$ cat src/rtl/seq_alu.sv
// seq_alu: sequential ALU with a valid/ready request side and a valid/ready
// result side. It holds one operation at a time. Shifts normally run
// serially at one bit per cycle.
//
// Build option: define SEQ_ALU_FAST_SHIFT_EN to replace the serial shifter
// with a single-cycle barrel shifter. In that build every operation
// completes with latency 1 and the SHIFT state is never entered.
//
// The in_ready, out_valid, result and zero outputs are driven directly
// from registers.

module seq_alu #(
    parameter int XLEN    = 32,
    parameter int SHAMT_W = 5
) (
    input  logic               clk,
    input  logic               rst,
    input  logic               in_valid,
    output logic               in_ready,
    input  logic [3:0]         alu_ctrl,
    input  logic [XLEN-1:0]    op_a,
    input  logic [XLEN-1:0]    op_b,
    output logic               out_valid,
    input  logic               out_ready,
    output logic [XLEN-1:0]    result,
    output logic               zero
);

    typedef enum logic [1:0] {
        ST_IDLE  = 2'd0,
        ST_SHIFT = 2'd1,
        ST_DONE  = 2'd2
    } state_t;

    localparam logic [3:0] OP_AND  = 4'd0;
    localparam logic [3:0] OP_SUB  = 4'd1;
    localparam logic [3:0] OP_ADD  = 4'd2;
    localparam logic [3:0] OP_OR   = 4'd3;
    localparam logic [3:0] OP_XOR  = 4'd4;
    localparam logic [3:0] OP_SLL  = 4'd5;
    localparam logic [3:0] OP_SRL  = 4'd6;
    localparam logic [3:0] OP_SRA  = 4'd7;
    localparam logic [3:0] OP_SLT  = 4'd8;
    localparam logic [3:0] OP_SLTU = 4'd9;

    localparam logic [SHAMT_W-1:0] CNT_ZERO = {SHAMT_W{1'b0}};
    localparam logic [SHAMT_W-1:0] CNT_ONE  = {{(SHAMT_W-1){1'b0}}, 1'b1};
    localparam logic [XLEN-1:0]    XZERO    = {XLEN{1'b0}};

    // Single-cycle evaluation of every operation. In the serial build, a
    // shift reaches this function only when its amount is 0, so the
    // shift operations simply pass op_a through.
    function automatic logic [XLEN-1:0] alu_eval(
        input logic [3:0]      ctrl,
        input logic [XLEN-1:0] a,
        input logic [XLEN-1:0] b
    );
        logic [XLEN-1:0] r;
        case (ctrl)
            OP_AND:  r = a & b;
            OP_SUB:  r = a - b;
            OP_ADD:  r = a + b;
            OP_OR:   r = a | b;
            OP_XOR:  r = a ^ b;
`ifdef SEQ_ALU_FAST_SHIFT_EN
            OP_SLL:  r = a << b[SHAMT_W-1:0];
            OP_SRL:  r = a >> b[SHAMT_W-1:0];
            OP_SRA:  r = $unsigned($signed(a) >>> b[SHAMT_W-1:0]);
`else
            OP_SLL:  r = a;
            OP_SRL:  r = a;
            OP_SRA:  r = a;
`endif
            OP_SLT:  r = {{(XLEN-1){1'b0}}, ($signed(a) < $signed(b))};
            OP_SLTU: r = {{(XLEN-1){1'b0}}, (a < b)};
            default: r = XZERO;
        endcase
        return r;
    endfunction

    // One-bit step of the serial shifter. SRA copies the working
    // register's MSB into the vacated bit.
    function automatic logic [XLEN-1:0] shift_one(
        input logic [3:0]      ctrl,
        input logic [XLEN-1:0] w
    );
        logic [XLEN-1:0] r;
        case (ctrl)
            OP_SLL:  r = {w[XLEN-2:0], 1'b0};
            OP_SRL:  r = {1'b0, w[XLEN-1:1]};
            OP_SRA:  r = {w[XLEN-1], w[XLEN-1:1]};
            default: r = w;
        endcase
        return r;
    endfunction

    state_t             state_r, state_s;
    logic [3:0]         ctrl_r, ctrl_s;
    logic [XLEN-1:0]    work_r, work_s;
    logic [SHAMT_W-1:0] cnt_r, cnt_s;
    logic [XLEN-1:0]    result_r, result_s;
    logic               zero_r, zero_s;
    logic               in_ready_r, in_ready_s;
    logic               out_valid_r, out_valid_s;
    logic [XLEN-1:0]    shifted_s;

`ifndef SEQ_ALU_FAST_SHIFT_EN
    logic               is_shift_s;
    logic [SHAMT_W-1:0] amt_s;

    // Find out whether the incoming request needs the multi-cycle serial shifter.
    always_comb begin
        amt_s      = op_b[SHAMT_W-1:0];
        is_shift_s = (alu_ctrl == OP_SLL) || (alu_ctrl == OP_SRL) || (alu_ctrl == OP_SRA);
    end
`endif

    // Work out the next state, the working registers and the output registers.
    always_comb begin
        state_s   = state_r;
        ctrl_s    = ctrl_r;
        work_s    = work_r;
        cnt_s     = cnt_r;
        result_s  = result_r;
        shifted_s = shift_one(ctrl_r, work_r);
        case (state_r)
            ST_IDLE: begin
                if (in_valid) begin
                    ctrl_s = alu_ctrl;
`ifdef SEQ_ALU_FAST_SHIFT_EN
                    result_s = alu_eval(alu_ctrl, op_a, op_b);
                    state_s  = ST_DONE;
`else
                    if (is_shift_s && (amt_s != CNT_ZERO)) begin
                        work_s  = op_a;
                        cnt_s   = amt_s;
                        state_s = ST_SHIFT;
                    end else begin
                        result_s = alu_eval(alu_ctrl, op_a, op_b);
                        state_s  = ST_DONE;
                    end
`endif
                end else begin
                    state_s = ST_IDLE;
                end
            end
            ST_SHIFT: begin
                work_s = shifted_s;
                cnt_s  = cnt_r - CNT_ONE;
                if (cnt_r == CNT_ONE) begin
                    result_s = shifted_s;
                    state_s  = ST_DONE;
                end else begin
                    state_s = ST_SHIFT;
                end
            end
            ST_DONE: begin
                if (out_ready) begin
                    state_s = ST_IDLE;
                end else begin
                    state_s = ST_DONE;
                end
            end
            default: begin
                state_s = ST_IDLE;
            end
        endcase
        zero_s      = (result_s == XZERO);
        in_ready_s  = (state_s == ST_IDLE);
        out_valid_s = (state_s == ST_DONE);
    end

    // Register update. Reset throws away any operation still in flight.
    always_ff @(posedge clk) begin
        if (rst) begin
            state_r     <= ST_IDLE;
            ctrl_r      <= 4'd0;
            work_r      <= XZERO;
            cnt_r       <= CNT_ZERO;
            result_r    <= XZERO;
            zero_r      <= 1'b1;
            in_ready_r  <= 1'b1;
            out_valid_r <= 1'b0;
        end else begin
            state_r     <= state_s;
            ctrl_r      <= ctrl_s;
            work_r      <= work_s;
            cnt_r       <= cnt_s;
            result_r    <= result_s;
            zero_r      <= zero_s;
            in_ready_r  <= in_ready_s;
            out_valid_r <= out_valid_s;
        end
    end

    assign in_ready  = in_ready_r;
    assign out_valid = out_valid_r;
    assign result    = result_r;
    assign zero      = zero_r;

endmodule

$ cat config.mk
export PLATFORM = sky130hd
export DESIGN_NAME = seq_alu
export DESIGN_NICKNAME = d
export VERILOG_FILES = /design/src/rtl/seq_alu.sv
export SDC_FILE = /design/constraint.sdc
export NUM_CORES = 1
export LEC_CHECK = 0
export BUFFER_PORTS_ARGS = -buffer_cell sky130_fd_sc_hd__buf_2
export CAP_MARGIN = 10
export CELL_PAD_IN_SITES_DETAIL_PLACEMENT = 1
export CELL_PAD_IN_SITES_GLOBAL_PLACEMENT = 1
export CORE_MARGIN = 2
export CORE_UTILIZATION = 35
export CTS_CLUSTER_DIAMETER = 200
export DETAILED_ROUTE_END_ITERATION = 6
export PLACE_DENSITY_LB_ADDON = 0.1
export SLEW_MARGIN = 25
export SYNTH_ARGS = -nofsm -noshare
export SYNTH_HDL_FRONTEND = slang
export SYNTH_SLANG_ARGS = --single-unit
$ cat constraint.sdc
create_clock -name clk -period 5.2 [get_ports clk]
set_clock_uncertainty 0.15 [all_clocks]
set_input_delay 0.52 -clock clk [delete_from_list [all_inputs] [get_ports clk]]
set_output_delay 0.52 -clock clk [all_outputs]
set_load 0.01 [all_outputs]
# After elaboration in Yosys (flattened, before gate mapping)
# Index checks and enable logic that the tools add are counted.
[classes]
add_sub_neg = 3
magnitude_cmp = 2
n_eq_ne = 18
muxes = 17
bitwise = 3
n_reduce_logical = 12
[op_table]
columns = ["op", "count"]
rows = [
  ["32-bit case mux with 8 select lines", 1],
  ["32-bit 2-to-1 mux", 5],
  ["32-bit case mux with 2 select lines", 2],
  ["32-bit case mux with 3 select lines", 1],
  ["32-bit less-than comparator", 2],
  ["32-bit adder", 1],
  ["32-bit bitwise AND", 1],
  ["32-bit zero test", 1],
  ["32-bit bitwise OR", 1],
  ["32-bit subtractor", 1],
  ["32-bit bitwise XOR", 1],
  ["4-bit by 3-bit equality test with 1-bit output, second input constant", 7],
  ["5-bit 2-to-1 mux", 2],
  ["5-bit case mux with 2 select lines", 1],
  ["4-bit by 2-bit equality test with 1-bit output, second input constant", 2],
  ["4-bit equality test, second input constant", 2],
  ["2-bit 2-to-1 mux", 4],
  ["2-bit case mux with 3 select lines", 1],
  ["5-bit by 1-bit equality test with 1-bit output, second input constant", 1],
  ["5-bit nonzero test", 1],
  ["5-bit by 1-bit subtractor with 5-bit output, second input constant", 1],
  ["2-bit equality test, second input constant", 2],
  ["4-bit by 1-bit equality test with 1-bit output, second input constant", 1],
  ["2-bit zero test", 2],
  ["other kinds (9)", 11],
]
[totals]
reg_bits = 78
input_bits = 72
out_inout_bits = 35
wordCells = 63

# Depth between registers and ports, before layout
[logic_depth]
depth_word = 8
mapped_depth = 15
ltp_nobuf = 15

# Least setup slack after synthesis
# No wires, ideal clock.
[synth_path]
path_type = "input to register"
start = "input op_a[0]"
end = "register zero_r (netlist: zero)"
setup_ns = 0.060
t_arrival_ns = 3.580
slack_ns = 1.409
cell_stages = 13
n_path_buf = 0
path_cell_list = "ha_1 fa_1 a211oi_1 o21a_1 o22ai_1 o21a_1 nor3_1 nor3_1 o31a_1 or4_1 nor4_1 and3_1 a41o_1"
[synth_via]
elab_chain_len = 6
[synth_rtl]
columns = ["item", "line", "source"]
rows = [
  ["start: declaration", "21", "input logic [XLEN-1:0] op_a,"],
  ["32-bit adder (tied with other cells)", "62", "OP_ADD: r = a + b;"],
  ["32-bit case mux with 8 select lines (*)", "59", "case (ctrl)"],
  ["32-bit 2-to-1 mux (*)", "134", "if (is_shift_s && (amt_s != CNT_ZERO)) begin"],
  ["32-bit 2-to-1 mux (*)", "128", "if (in_valid) begin"],
  ["32-bit case mux with 2 select lines (*)", "126", "case (state_r)"],
  ["32-bit zero test (*)", "168", "zero_s = (result_s == XZERO);"],
  ["end signal: assignment", "190", "zero_r <= zero_s;"],
  ["end: declaration", "102", "logic zero_r, zero_s;"],
]
# Mark *: on every way between the ends. The rest lies on a longest branch, timed or not.
# A chain may end at the register's enable or synchronous reset.

# Worst setup path after layout
# Ends and elaborated chain as after synthesis.

==> metrics.md <==
| Metric | Value |
|---|---|
| RR Endpoint | `zero$_SDFF_PP1_` |
| Sequential share of power | `27.1%` |
| HP Start | `op_a[28]` |
| Post-cts sizing count | `0` |
| Tmin final | `4.53 ns` |
| CTS sink cnt | `78` |
| Number of flops mapped to enable cells by yosys | `0` |
| Int Power | `1.50 mW` |
| Initial antenna violation count | `1` |
| Post-synth top cells | `187 x nor2_1, 140 x a21oi_1, 138 x nand2_1, 103 x inv_1, 100 x clkbuf_1` |
| Global Route Usage Sum | `a little over a third` |
| CTS Buf Count | `9` |
| Hold Path Sink | `work_r[28]$_SDFFE_PP0P_` |
| CP max stage cell | `o311ai_1` |
| Residual DRC count | `0` |
| H-tree levels | `3` |
| Die H | `roughly 180 µm` |
| Fillers | `between 3,000 and 4,000` |
| FP Rows | `between 60 and 70` |
| Synth Flop Type | `dfxtp_1` |
| CTS clk-pin slew, worst paths | `about 0.070 ns` |
| Cell Chain, Critical Path | `buf_2 -> inv_1 -> ha_1 -> inv_1 -> fa_1 -> nor2b_1 -> o21ai_0 -> a21oi_2 -> o311ai_1 -> a21oi_1 -> mux2_1 -> a32oi_1 -> or4_1 -> nor4_1 -> and3_1 -> a41o_1` |
| Buf/Inv on CP | `3` |
| DR vias | `approximately 13,000` |
| Routed WL per cell | `28.3 µm` |
| Maxcap violations | `0` |
| Clock power share | `between 20% and 30%` |
| Power Density | `approximately 220 mW/mm²` |
| Post-CTS Setup Bufs | `0` |
| Post-route setup TNS | `0 ns` |
| HP Class | `in -> reg` |
| Final period util | `roughly 87%` |
| Top delay family on crit path | `compound AO/OA/AOI/OAI gates` |
| Top-Level Pins | `~110` |
| Most common cell in the netlist | `nor2_1` |
| Critical path type | `in -> reg` |
| WL final | `57,200 µm` |
| Maximum VDD drop | `approximately 0.14 mV` |
| Hold buffers post-CTS | `0` |
| Net Sw Power | `about 1.1 mW` |
| Worst skew pair latency | `0.36 ns` |
| ANT cells | `0` |
| Status | `finished, final reports clean` |
| Relative slew slack | `a little over a quarter` |
| Fmax | `~0.22 GHz` |
| Clock buffer depth | `2` |
| WP data required | `~5.4 ns` |
| Share of the synthesized area in the top cell type | `around 15%` |
| Final max-slew violation count | `0` |
| DRT iter0 DRCs | `around 1,500` |
| Final #Nets | `~1,800` |
| Syn Inst Count | `around 1,500` |
| Leak pwr | `around 5.2 nW` |
| Port bufs | `roughly 110` |
| Distinct cells, synth | `a little under 90` |
| Area leader, netlist | `dfxtp_1` |
| CP startpoint kind | `input port` |
| Syn Area/Cell | `between 6 and 7 µm²` |
| CP max stage delay | `~0.84 ns` |
| Ys async rst share | `0%` |
| Reg2reg path depth | `12` |
| Die area | `0.0314 mm²` |
| Synth Cell Area | `about 0.011 mm²` |
| Post-DP HPWL | `44,200 µm` |
| Area Overhead vs Synth | `14.4%` |
| Switching share of power | `a little over two fifths` |
| Reg2Reg Launch Point | `cnt_r[0]$_SDFFE_PP0P_` |
| Routability cong. | `0.953` |
| Vias in the first global route | `~13,000` |
| CP dominant cell by count | `inv_1` |
| Starting Density | `between 30% and 40%` |
| Hold path cells | `3` |
| Die W | `between 150 and 200 µm` |
| Post-route ant nets | `0` |
| Global route overflow | `0` |
| Clock root cell | `clkbuf_16` |
| Synthesis warning total | `0` |
| R2R setup slack | `~0.87 ns` |
| Worst setup EP type | `flop` |
| RSZ-0062 raised after global routing | `no` |
| Crit-path max FO | `6` |
| CORE AREA | `a little under 0.03 mm²` |
| Layout cell share with drive strength beyond 1 | `13.5%` |
| Register area share after synthesis | `between 10% and 20%` |
| PnR Total Power | `around 2.6 mW` |
| # setup viols final | `0` |
| Endpoints failing hold | `0` |
| CTS tree | `built` |
| DRT Pass-1 Iters | `6` |
| First-pass GRT wire length | `84,000 µm` |
| Gate power share | `roughly 43%` |
| Largest net degree at the start of global routing | `46` |
| Arrival @ worst endpoint | `between 4 and 5 ns` |
| #FFs+latches synth | `a little under 80` |
| Worst-Margin Slew | `1.11 ns` |
| Mapped Nets | `1,721` |
| Drt via density | `6.54` |
| Ranking of synthesized cells by area | `dfxtp_1 15%, ha_1 12%, nor2_1 6.7%` |
power by group through the flow:
stage	clock network [mW]	registers [mW]	logic (mW)
after detailed placement	0	0.714	1.09
after global placement	0	0.713	1.08
after floorplan	0	0.693	0.659
after global routing	0.806	0.707	1.20
final	0.775	0.705	1.12
after CTS	0.781	0.701	1.10
cell usage in the layout, fill, tap and decap left out, types with 36 or more instances in the layout:
cell type / n
a21oi_1: 140
buf_2: 106
buf_4: 67
dfxtp_1: 78
ha_1: 98
inv_1: 103
mux2i_1: 36
nand2_1: 138
nor2_1: 186
nor3_1: 46
o21ai_0: 92
final cells by class:
| class | instances | area, µm² | area share, % |
|---|---|---|---|
| clock buffer | 10 | 239 | 1.99 |
| clock inverter | 6 | 116 | 0.968 |
| inverter | 106 | 398 | 3.31 |
| multi-input combinational | 1256 | 8170 | 67.9 |
| sequential | 78 | 1560 | 13.0 |
| tap | 390 | 488 | 4.06 |
| timing repair buffer | 174 | 1050 | 8.76 |
metal layers:
layer	track usage (%)	vias up	part of all wire [%]	routed length [µm]
met5	0	-	0.030	17
met4	16.8	2	5.0	2850
met3	3.56	134	6.4	3680
met2	59.7	600	46	26600
met1	46.3	6600	42	24100
li1	-	5871	-	-
worst min-delay path: cells and delay by family:
| family | cells | cell delay, ns |
|---|---|---|
| buf+inv | 1 | 0.14 |
| simple gates | 1 | 0.06 |
| compound gates | 1 | 0.08 |
state kept, by name, indices dropped and copies added (netlist names):
register and count:
zero 1, ctrl_r 4, cnt_r 5, work_r 32
state_r 2, result 32, out_valid 1, in_ready 1
worst max-delay path by stage:
stage | startpoint | to | slack [ns] | cells after the start
final | op_a[0] | zero$_SDFF_PP1_ | 0.67 | 16
after global routing | op_a[8] | zero$_SDFF_PP1_ | 0.53 | 14
after CTS | op_a[7] | zero$_SDFF_PP1_ | 0.76 | 14
after detailed placement | op_a[7] | zero$_SDFF_PP1_ | 0.39 | 14
after global placement | op_a[7] | zero$_SDFF_PP1_ | 0.39 | 14
after floorplan | op_a[0] | zero$_SDFF_PP1_ | 1.41 | 13
cell families (layout without fill, tap and decap cells):
family                     count (synthesis)  after routing  synth area share [%]
AOI/OAI and AO/OA                        546            546                  35.0
buffers and inverters                    215            296                  7.71
adders and majority gates                100            100                  12.0
and+or+nand+nor                          561            561                  25.8
xor gates and xnor gates                   9              9                 0.750
muxes                                     40             40                  3.86
DFF                                       78             78                  14.9
per-stage QoR:
step / util [%] / hold WS, ns / cell area (µm²) / setup WS [ns] / cells
3_5_place_dp: 39.4 / 0.348 / 11700 / 0.395 / 2004
2_1_floorplan: - / 0.320 / 10500 / 1.41 / 1549
3_3_place_gp: 39.4 / 0.346 / 11700 / 0.392 / 2004
5_1_grt: 40.6 / 0.367 / 12000 / 0.532 / 2020
6_report: 40.6 / 0.356 / 12000 / 0.669 / 2020
4_1_cts: 40.6 / 0.351 / 12000 / 0.757 / 2020
(Power assumes the default switching activity.)
